### config.mk
export PLATFORM = sky130hd
export DESIGN_NAME = grf_wb_queue_flat
export DESIGN_NICKNAME = d
export VERILOG_FILES = /design/src/rtl/grf_wbq_pkg.sv /design/src/rtl/grf_wbq_if.sv /design/src/rtl/grf_wbq_storage.sv /design/src/rtl/grf_wb_queue.sv /design/src/flat_wrapper.sv
export SDC_FILE = /design/constraint.sdc
export NUM_CORES = 1
export LEC_CHECK = 0
export ABC_AREA = 1
export CORE_ASPECT_RATIO = 0.7
export CORE_MARGIN = 4
export CORE_UTILIZATION = 50
export CTS_CLUSTER_DIAMETER = 30
export DETAILED_ROUTE_END_ITERATION = 12
export PLACE_DENSITY_LB_ADDON = 0.1
export SLEW_MARGIN = 15
export SYNTH_ARGS = -nofsm -noshare
export SYNTH_HDL_FRONTEND = slang
export SYNTH_HIERARCHICAL = 1
export SYNTH_SLANG_ARGS = --single-unit
export TNS_END_PERCENT = 50
### constraint.sdc
create_clock -name clk -period 7.43 [get_ports clk]
set_clock_uncertainty 0.05 [all_clocks]
set_input_delay 1.1145 -clock clk [delete_from_list [all_inputs] [get_ports clk]]
set_output_delay 1.1145 -clock clk [all_outputs]
set_load 0.02 [all_outputs]
### src/rtl/grf_wbq_pkg.sv
// Shared types and sizing for the GRF write-back queue.
package grf_wbq_pkg;

    localparam int unsigned WBQ_DEPTH = 4;
    localparam int unsigned WBQ_PTR_W = 2;
    localparam logic [4:0]  REG_ZERO  = 5'd0;

    // "reg" is a keyword, so the destination field is named wreg.
    typedef struct packed {
        logic [4:0]  wreg;
        logic [31:0] data;
        logic [31:0] pc;
    } wb_entry_t;

endpackage

### src/rtl/grf_wbq_if.sv
// Producer, GRF write-port and hazard-query signals of the write-back queue.
interface grf_wbq_if import grf_wbq_pkg::*; #(
    parameter int unsigned PTR_W = WBQ_PTR_W
);
    logic             a_valid;
    logic             a_ready;
    logic [4:0]       a_reg;
    logic [31:0]      a_data;
    logic [31:0]      a_pc;
    logic             b_valid;
    logic             b_ready;
    logic [4:0]       b_reg;
    logic [31:0]      b_data;
    logic [31:0]      b_pc;
    logic             grf_we;
    logic [4:0]       grf_reg;
    logic [31:0]      grf_data;
    logic [31:0]      grf_pc;
    logic [4:0]       query_reg1;
    logic [4:0]       query_reg2;
    logic             query_busy1;
    logic             query_busy2;
    logic [PTR_W:0]   count;

    modport master (
        output a_valid, a_reg, a_data, a_pc,
        output b_valid, b_reg, b_data, b_pc,
        output query_reg1, query_reg2,
        input  a_ready, b_ready,
        input  grf_we, grf_reg, grf_data, grf_pc,
        input  query_busy1, query_busy2, count
    );

    modport slave (
        input  a_valid, a_reg, a_data, a_pc,
        input  b_valid, b_reg, b_data, b_pc,
        input  query_reg1, query_reg2,
        output a_ready, b_ready,
        output grf_we, grf_reg, grf_data, grf_pc,
        output query_busy1, query_busy2, count
    );
endinterface

### src/rtl/grf_wbq_storage.sv
// Entry array with two adjacent write ports, head read and a valid-but-not-head mask.
module grf_wbq_storage import grf_wbq_pkg::*; #(
    parameter int unsigned DEPTH = WBQ_DEPTH,
    parameter int unsigned PTR_W = WBQ_PTR_W
) (
    input  logic                   clk,
    input  logic                   i_we0,
    input  logic [PTR_W-1:0]       i_addr0,
    input  wb_entry_t              i_ent0,
    input  logic                   i_we1,
    input  wb_entry_t              i_ent1,
    input  logic [PTR_W-1:0]       i_head,
    input  logic [PTR_W:0]         i_count,
    output wb_entry_t              o_head,
    output logic [DEPTH-1:0]       o_busy_mask,
    output logic [DEPTH-1:0][4:0]  o_regs
);
    wb_entry_t        r_mem [DEPTH];
    logic [PTR_W-1:0] w_addr1;

    assign w_addr1 = i_addr0 + PTR_W'(1);

    // Port 1 always targets the slot after port 0, so the two never collide.
    always_ff @(posedge clk) begin
        if (i_we0) r_mem[i_addr0] <= i_ent0;
        if (i_we1) r_mem[w_addr1] <= i_ent1;
    end

    assign o_head = r_mem[i_head];

    for (genvar gi = 0; gi < DEPTH; gi++) begin : g_ent
        logic [PTR_W-1:0] w_off;
        assign w_off           = PTR_W'(gi) - i_head;
        assign o_busy_mask[gi] = (w_off != '0) && ({1'b0, w_off} < i_count);
        assign o_regs[gi]      = r_mem[gi].wreg;
    end

endmodule

### src/rtl/grf_wb_queue.sv
// Merges pipeline and mult/div write-backs into the single GRF write port,
// draining one entry per cycle and flagging registers with writes still queued.
module grf_wb_queue import grf_wbq_pkg::*; #(
    parameter int unsigned DEPTH = WBQ_DEPTH,
    parameter int unsigned PTR_W = WBQ_PTR_W
) (
    input  logic         clk,
    input  logic         reset,
    grf_wbq_if.slave     bus
);
    localparam int unsigned CW = PTR_W + 1;
    localparam int unsigned FW = PTR_W + 2;

    logic [PTR_W-1:0]      r_head;
    logic [PTR_W-1:0]      r_tail;
    logic [CW-1:0]         r_count;

    logic                  w_nonempty;
    logic [FW-1:0]         w_free;
    logic                  w_need_a;
    logic                  w_push_a;
    logic                  w_push_b;
    wb_entry_t             w_ent_a;
    wb_entry_t             w_ent_b;
    wb_entry_t             w_head;
    logic [DEPTH-1:0]      w_mask;
    logic [DEPTH-1:0][4:0] w_regs;
    logic                  w_hit1;
    logic                  w_hit2;

    assign w_nonempty = (r_count != '0);
    // The head leaves at every nonempty edge, so its slot counts as free.
    assign w_free     = FW'(DEPTH) - FW'(r_count) + FW'(w_nonempty);
    assign w_need_a   = bus.a_valid && (bus.a_reg != REG_ZERO);

    assign bus.a_ready = (w_free >= FW'(1));
    assign bus.b_ready = (w_free >= (FW'(1) + FW'(w_need_a)));

    assign w_push_a = bus.a_valid && bus.a_ready && (bus.a_reg != REG_ZERO);
    assign w_push_b = bus.b_valid && bus.b_ready && (bus.b_reg != REG_ZERO);

    assign w_ent_a = '{wreg: bus.a_reg, data: bus.a_data, pc: bus.a_pc};
    assign w_ent_b = '{wreg: bus.b_reg, data: bus.b_data, pc: bus.b_pc};

    grf_wbq_storage #(.DEPTH(DEPTH), .PTR_W(PTR_W)) u_storage (
        .clk         (clk),
        .i_we0       (w_push_a || w_push_b),
        .i_addr0     (r_tail),
        .i_ent0      (w_push_a ? w_ent_a : w_ent_b),
        .i_we1       (w_push_a && w_push_b),
        .i_ent1      (w_ent_b),
        .i_head      (r_head),
        .i_count     (r_count),
        .o_head      (w_head),
        .o_busy_mask (w_mask),
        .o_regs      (w_regs)
    );

    always_ff @(posedge clk or posedge reset) begin
        if (reset) begin
            r_head  <= '0;
            r_tail  <= '0;
            r_count <= '0;
        end else begin
            r_head  <= r_head + PTR_W'(w_nonempty);
            r_tail  <= r_tail + PTR_W'(w_push_a) + PTR_W'(w_push_b);
            r_count <= r_count - CW'(w_nonempty) + CW'(w_push_a) + CW'(w_push_b);
        end
    end

    assign bus.grf_we   = w_nonempty;
    assign bus.grf_reg  = w_nonempty ? w_head.wreg : '0;
    assign bus.grf_data = w_nonempty ? w_head.data : '0;
    assign bus.grf_pc   = w_nonempty ? w_head.pc   : '0;
    assign bus.count    = r_count;

    // Head is excluded: the GRF forwards its same-cycle write to readers.
    always_comb begin
        w_hit1 = 1'b0;
        w_hit2 = 1'b0;
        for (int unsigned i = 0; i < DEPTH; i++) begin
            if (w_mask[i] && (w_regs[i] == bus.query_reg1)) w_hit1 = 1'b1;
            if (w_mask[i] && (w_regs[i] == bus.query_reg2)) w_hit2 = 1'b1;
        end
    end

    assign bus.query_busy1 = (bus.query_reg1 != REG_ZERO) && w_hit1;
    assign bus.query_busy2 = (bus.query_reg2 != REG_ZERO) && w_hit2;

endmodule

### src/flat_wrapper.sv
// flat-port wrapper written by rule: the top's interface ports become plain ports
module grf_wb_queue_flat import grf_wbq_pkg::*;
#(
    parameter int unsigned DEPTH = WBQ_DEPTH,
    parameter int unsigned PTR_W = WBQ_PTR_W
)
  (clk, reset, bus_a_valid, bus_a_reg, bus_a_data, bus_a_pc, bus_b_valid, bus_b_reg, bus_b_data, bus_b_pc, bus_query_reg1, bus_query_reg2, bus_a_ready, bus_b_ready, bus_grf_we, bus_grf_reg, bus_grf_data, bus_grf_pc, bus_query_busy1, bus_query_busy2, bus_count);
  grf_wbq_if #(.PTR_W(PTR_W)) bus_i ();
  input  logic clk;
  input  logic reset;
  input wire logic [$bits(bus_i.a_valid)-1:0] bus_a_valid;
  input wire logic [$bits(bus_i.a_reg)-1:0] bus_a_reg;
  input wire logic [$bits(bus_i.a_data)-1:0] bus_a_data;
  input wire logic [$bits(bus_i.a_pc)-1:0] bus_a_pc;
  input wire logic [$bits(bus_i.b_valid)-1:0] bus_b_valid;
  input wire logic [$bits(bus_i.b_reg)-1:0] bus_b_reg;
  input wire logic [$bits(bus_i.b_data)-1:0] bus_b_data;
  input wire logic [$bits(bus_i.b_pc)-1:0] bus_b_pc;
  input wire logic [$bits(bus_i.query_reg1)-1:0] bus_query_reg1;
  input wire logic [$bits(bus_i.query_reg2)-1:0] bus_query_reg2;
  output wire logic [$bits(bus_i.a_ready)-1:0] bus_a_ready;
  output wire logic [$bits(bus_i.b_ready)-1:0] bus_b_ready;
  output wire logic [$bits(bus_i.grf_we)-1:0] bus_grf_we;
  output wire logic [$bits(bus_i.grf_reg)-1:0] bus_grf_reg;
  output wire logic [$bits(bus_i.grf_data)-1:0] bus_grf_data;
  output wire logic [$bits(bus_i.grf_pc)-1:0] bus_grf_pc;
  output wire logic [$bits(bus_i.query_busy1)-1:0] bus_query_busy1;
  output wire logic [$bits(bus_i.query_busy2)-1:0] bus_query_busy2;
  output wire logic [$bits(bus_i.count)-1:0] bus_count;
  assign bus_i.a_valid = bus_a_valid;
  assign bus_i.a_reg = bus_a_reg;
  assign bus_i.a_data = bus_a_data;
  assign bus_i.a_pc = bus_a_pc;
  assign bus_i.b_valid = bus_b_valid;
  assign bus_i.b_reg = bus_b_reg;
  assign bus_i.b_data = bus_b_data;
  assign bus_i.b_pc = bus_b_pc;
  assign bus_i.query_reg1 = bus_query_reg1;
  assign bus_i.query_reg2 = bus_query_reg2;
  assign bus_a_ready = bus_i.a_ready;
  assign bus_b_ready = bus_i.b_ready;
  assign bus_grf_we = bus_i.grf_we;
  assign bus_grf_reg = bus_i.grf_reg;
  assign bus_grf_data = bus_i.grf_data;
  assign bus_grf_pc = bus_i.grf_pc;
  assign bus_query_busy1 = bus_i.query_busy1;
  assign bus_query_busy2 = bus_i.query_busy2;
  assign bus_count = bus_i.count;
  grf_wb_queue #(.DEPTH(DEPTH), .PTR_W(PTR_W)) u_core (.clk(clk), .reset(reset), .bus(bus_i));
endmodule
==> flow_summary.yaml <==
timing:
  worstMarginPinSlew_ns: 1.17
  fin_crit_ns: 5.43
  rsz0062_at_grt: "no"
  max_slew_margin_pct: 22.2
  whs_ns: 0.738
  hold_violations: 0
  finalSetupTns_ns: 0
  min_period_over_period_pct: 73.1
  setup_viol: 0
  final-max-slew-violation-count: 0
  max_freq_ghz: 0.184
routing:
  avgRoutedWirePerCell_um: 17.6
  num_vias: 17715
  via_per_inst: 5.30
  dr.pass1.iters: 8
  drc: 0
  drt-initial-drc-count: 1958
  ant_nets: 0
  totalWireLength_um: 58900
floorplanning:
  dieHeight_um: 171
  rows: 59
  coreArea_mm2: 0.0373
  die_w_um: 241
  io_pins: 229
  dieArea_mm2: 0.0411
  start_util_pct: 50.8
synthesis:
  synth.distinct_cells: 28
  netlist_instances: 2684
  ys_seq_elements: 283
  synth.area.top_cells: "edfxtp_1 (44%), nand2_1 (20%), inv_1 (11%), nand3_1 (5.9%), nand4_1 (4.6%)"
  synth_top_area_share_pct: 43.7
  synthesis.nets: 2853
  ys_seq_area_share_pct: 44.7
  synth_area_mm2: 0.0189
  ys_warn_count: 6
  syn_area_per_cell_um2: 7.06
  synth_top_cell_by_area: "edfxtp_1"
worst_setup_path:
  cp_max_fo: 67
  cp-start-kind: "flop"
  critical_path_class: "reg2out"
  worst_ep_required_time_ns: 6.27
  r2r_start: "u_core/bus.count[1]"
  end_kind: "output port"
  endpoint: "bus_query_busy2"
  reg2reg_slack_ns: 2.85
  arrival_ns: 4.27
  r2r-end: "u_core/u_storage/r_mem[3][18]"
  critPathLaunch: "u_core/r_head[0]"
  worstRegToRegCells: 12
clock_tree:
  cts_resized: 0
  cts_tree: "yes"
  clockBufferDepth: 3
  cts_hold_buffers: 0
  cts.sinks: 283
  cts-root-buf: "clkbuf_16"
  cts-htree-levels: 2
  postCtsSetupBuffers: 0
  path_clk_slew_ns: 0.05
  numCtsBuffers: 56
  insertion_delay_ns: 0.56
finish:
  syn2layout_area_growth_pct: 21.0
  antenna_cells: 0
  final_nets: 2975
  fill_cells: 3267
  layout_common_cells: "nand2_1 (1,006), inv_1 (531), edfxtp_1 (276)"
  layout.cells.most_common: "nand2_1"
  drive_above_1_share_pct: 5.65
  design_area_mm2: 0.0229
placement:
  routabilityCongestion: 0.883
  portBuffers: 228
  place_area_mm2: 0.0211
  dpl.hpwl_um: 32600
pwr:
  p_seq_share_pct: 27.8
  intPower_mw: 6.15
  finalPower_mw: 11.1
  peakVddDrop_mv: 0.376
  p_leak_nw: 11.7
  power.density_mw_per_mm2: 484
  switching_share_pct: 44.6
  p_comb_share_pct: 50.2
  p_clk_share_pct: 22.0
  power_switching_mw: 4.95
job:
  cap_violations: 0
global_routing:
  grt_antenna_before_repair: 0
  gr-total-overflow: 0
  track_usage_pct: 28.0
  grt_max_degree: 112
  grt_pass1_vias: 17057
  grt_pass1_wl_um: 91500
status:
  status: "complete, no violations"
hold_path:
  min_path_type: "reg2reg"
-- cell type report --
cell class,instances,area (um2),area share [%]
Sequential cell,283,8480,37.0
Clock buffer,69,1450,6.32
Multi-Input combinational cell,1681,7560,33.0
Tap cell,488,611,2.66
Timing Repair Buffer,249,2440,10.7
Clock inverter,35,373,1.63
Inverter,535,2010,8.77
-- flip-flops by register name, indices dropped and copies added (netlist names) --
signal / cells
u_core/bus.count: 3
u_core/u_storage/r_mem: 276
u_core/r_head: 2
u_core/r_tail: 2
-- worst max-delay path: stages, from the launching register on --
cell and delay (ns):
dfrtp_4 0.94, inv_4 0.48, ha_1 0.50, inv_1 0.05, ha_1 0.26, nand2_1 0.06, nor2_1 0.04, nor2_1 0.14
nand2_1 0.09, nor2_1 0.15, nand3_1 0.10, nand2_1 0.07, nor2_1 0.04, nor2_1 0.07, clkdlybuf4s50_1 0.60
-- synthesized netlist by cell type, drive strengths merged --
cell,number
fa,3
nor3,5
nand4,138
xnor2,2
clkbuf,41
a211o,1
buf,144
edfxtp,276
xor2,2
ha,14
o21ai,142
nor2,118
nand2,1030
dfrtp,7
nand3,226
inv,535
-- stage by stage --
stage          setup slack [ns]  std cells  util [%]
2_1_floorplan              2.51       2684         -
3_3_place_gp               2.11       3236      56.6
3_5_place_dp               2.03       3236      56.6
4_1_cts                    2.03       3340      61.5
5_1_grt                    1.70       3340      61.5
6_report                   2.00       3340      61.5
-- power by group through the flow --
stage	logic (mW)	registers, mW	clock network (mW)
2_1_floorplan	3.71	2.94	0
3_3_place_gp	5.42	3.09	0
3_5_place_dp	5.50	3.11	0
4_1_cts	5.54	3.08	2.46
5_1_grt	6.13	3.15	2.55
6_report	5.58	3.09	2.44
-- layer usage --
| layer | share of wire, % | vias up | global-route usage [%] |
|---|---|---|---|
| met5 | 0 | - | 0 |
| li1 | - | 8601 | - |
| met1 | 41 | 8062 | 37.7 |
| met4 | 2.5 | 0 | 9.45 |
| met2 | 48 | 936 | 47.1 |
| met3 | 9.0 | 116 | 4.03 |
-- how the worst min path moves through the flow --
stage                                   start             endpoint  cells after the start
after floorplan              u_core/r_tail[1]     u_core/r_tail[1]                      1
after global placement    u_core/bus.count[0]  u_core/bus.count[0]                      1
after detailed placement  u_core/bus.count[0]  u_core/bus.count[0]                      1
after CTS                 u_core/bus.count[0]  u_core/bus.count[0]                      1
after global routing                    reset  u_core/bus.count[0]                      2
final                     u_core/bus.count[0]  u_core/bus.count[0]                      1
-- logic make-up after synthesis --
logic type | Yosys count | synth area share [%]
compound gates | 143 | 4.19
xor+xnor | 4 | 0.185
fa+ha+maj | 17 | 1.24
buf+inv | 720 | 15.9
flops | 283 | 44.7
simple gates | 1517 | 33.8
Note: power is estimated with default switching activity, not from simulation.
==> variant, RTL diff (same settings) <==
`WBQ_PTR_W`: 2 -> 1.
--- a/src/rtl/grf_wbq_pkg.sv
+++ b/src/rtl/grf_wbq_pkg.sv
@@ -2,7 +2,7 @@
 package grf_wbq_pkg;
 
     localparam int unsigned WBQ_DEPTH = 4;
-    localparam int unsigned WBQ_PTR_W = 2;
+    localparam int unsigned WBQ_PTR_W = 1;
     localparam logic [4:0]  REG_ZERO  = 5'd0;
 
     // "reg" is a keyword, so the destination field is named wreg.
Interface: changed (resized bus_count); port bits go from 229 to 228. No check against the original RTL was run, so the function may have changed too.
==> variant against the unedited design <==
- final cell count shrank 43%
- routed wire length shrank 53%
- synthesized cell count shrank 46%
- sequential cell count shrank 141
- area after synthesis shrank 48%
- sequential share of layout area shrank 3.1 points
- maximum frequency grew 3.0%
- worst setup slack gained 0.16 ns
- first-iteration DRC count shrank 51%
- power shrank 55%
- cell area shrank 45%
- critical endpoint is now u_core/u_storage/r_mem[1][41]$_DFFE_PP_
- largest cell class is now multi-input gates
- largest power group unchanged
- highest routed layer unchanged
==> variant: results (changes against the unedited design) <==
sequential element share of the synthesized area 42.9% (-1.7 points); Port Buf Inserts 226 (-0.88%); Cell Count, Final, Fillers Out 1899 (-43%); fraction of registers with async set/reset 2.82% (+0.34 points); r2r setup slk 2.84 ns (about the same); critical path class primary input to flop; CTS buffer count 17 (-70%); worst-margin pin slew 1.16 ns (-0.00211 ns); total wire length 27.4 mm (-53%); Pleak 6.13 nW (-48%); number of flip-flops in the largest register 138 (-50%); placed cell count 1866 (-42%); CP top delay family simple AND/OR/NAND/NOR gates; Internal Power 0.00278 W (-55%); NumNets Final 1779 (-40%); largest net degree at the start of global routing 109 (-2.7%); clock latency on the worst-skew pair 0.42 ns (-0.14 ns); pre-CTS setup slack 1.73 ns (-0.302 ns); CP arrival 5.30 ns (+1.03 ns); synth top area cells edfxtp_1, nand2_1, nand3_1; total number of vias 9555 (-46%); Final HPWL DP 17.7 mm (-46%); RR Endpoint u_core/u_storage/r_mem[1][41]$_DFFE_PP_; syn_area_per_cell 6.77 µm² (-4.1%); Crit. Startpoint bus_a_reg[3]; global placer's final weighted congestion 0.885 (+0.20%); H-tree depth 4 (+2); max incr delay on CP 0.66 ns (-0.28 ns); synth cell count leaders nand2_1, inv_1, nand3_1; drt first pass iters 6 (-2); DP Area 12000 µm² (-43%); Fillers 1669 (-49%); crit path max fanout 70 (+4.5%); Seq group 0.00150 W (-51%); Post-synth EDFFs 138 (-50%); outcome finished, final reports clean; initial drt markers 960 (-51%); first-pass GRT wire length 43.6 mm (-52%); P_clk 0.000826 W (-66%); initial antenna violation count 1 (+1); count of cell types in the netlist 25 (-11%); worst IR drop on VDD 0.187 mV (-50%); PD cells 396 nW/µm² (-18%)
[variant: cell types whose count changed in the layout (fill, tap and decap cells not counted), sizes merged, moves of 52 or more]
cell,delta
clkbuf,-52
edfxtp,-138
inv,-345
nand2,-360
nand3,-74
nand4,-136
o21ai,-65
[variant: cells by family (layout without fill, tap and decap cells)]
group / after synthesis / after routing / synth area share [%]
AOI/OAI and AO/OA: 77 / 77 / 3.90
adders and majority gates: 6 / 6 / 0.911
xor gates and xnor gates: 3 / 3 / 0.266
other: 3 / 14 / 0.114
DFF: 142 / 142 / 42.9
and+or+nand+nor: 940 / 940 / 37.9
buffers and inverters: 289 / 453 / 14.0
[variant: layout make-up]
class / instances / area, µm² / area share, %
clock inverter: 15 / 155 / 1.24
sequential: 142 / 4250 / 33.9
clock buffer: 17 / 425 / 3.39
timing repair buffer: 236 / 2340 / 18.6
inverter: 185 / 697 / 5.56
tap: 264 / 330 / 2.63
antenna: 1 / 2.50 / 0.0200
multi-input combinational: 1039 / 4340 / 34.6
[variant: how the worst min path moves through the flow]
stage / to / slack (ns) / cells past startpoint
after global routing: u_core/bus.count[0]$_DFF_PP0_ / 0.68 / 1
after global placement: u_core/bus.count[0]$_DFF_PP0_ / 0.63 / 1
after detailed placement: u_core/bus.count[0]$_DFF_PP0_ / 0.63 / 1
after CTS: u_core/bus.count[0]$_DFF_PP0_ / 0.65 / 1
final: u_core/bus.count[0]$_DFF_PP0_ / 0.64 / 1
after floorplan: u_core/r_head$_DFF_PP0_ / 0.47 / 1
[variant: metal layers]
layer  up-vias  wire, µm  global-route usage, %
met3        51      2430                   5.24
met2       416     12800                   39.6
met5         -         0                      0
met1      4284     11500                   32.0
met4         0       695                   8.94
li1       4804         -                      -
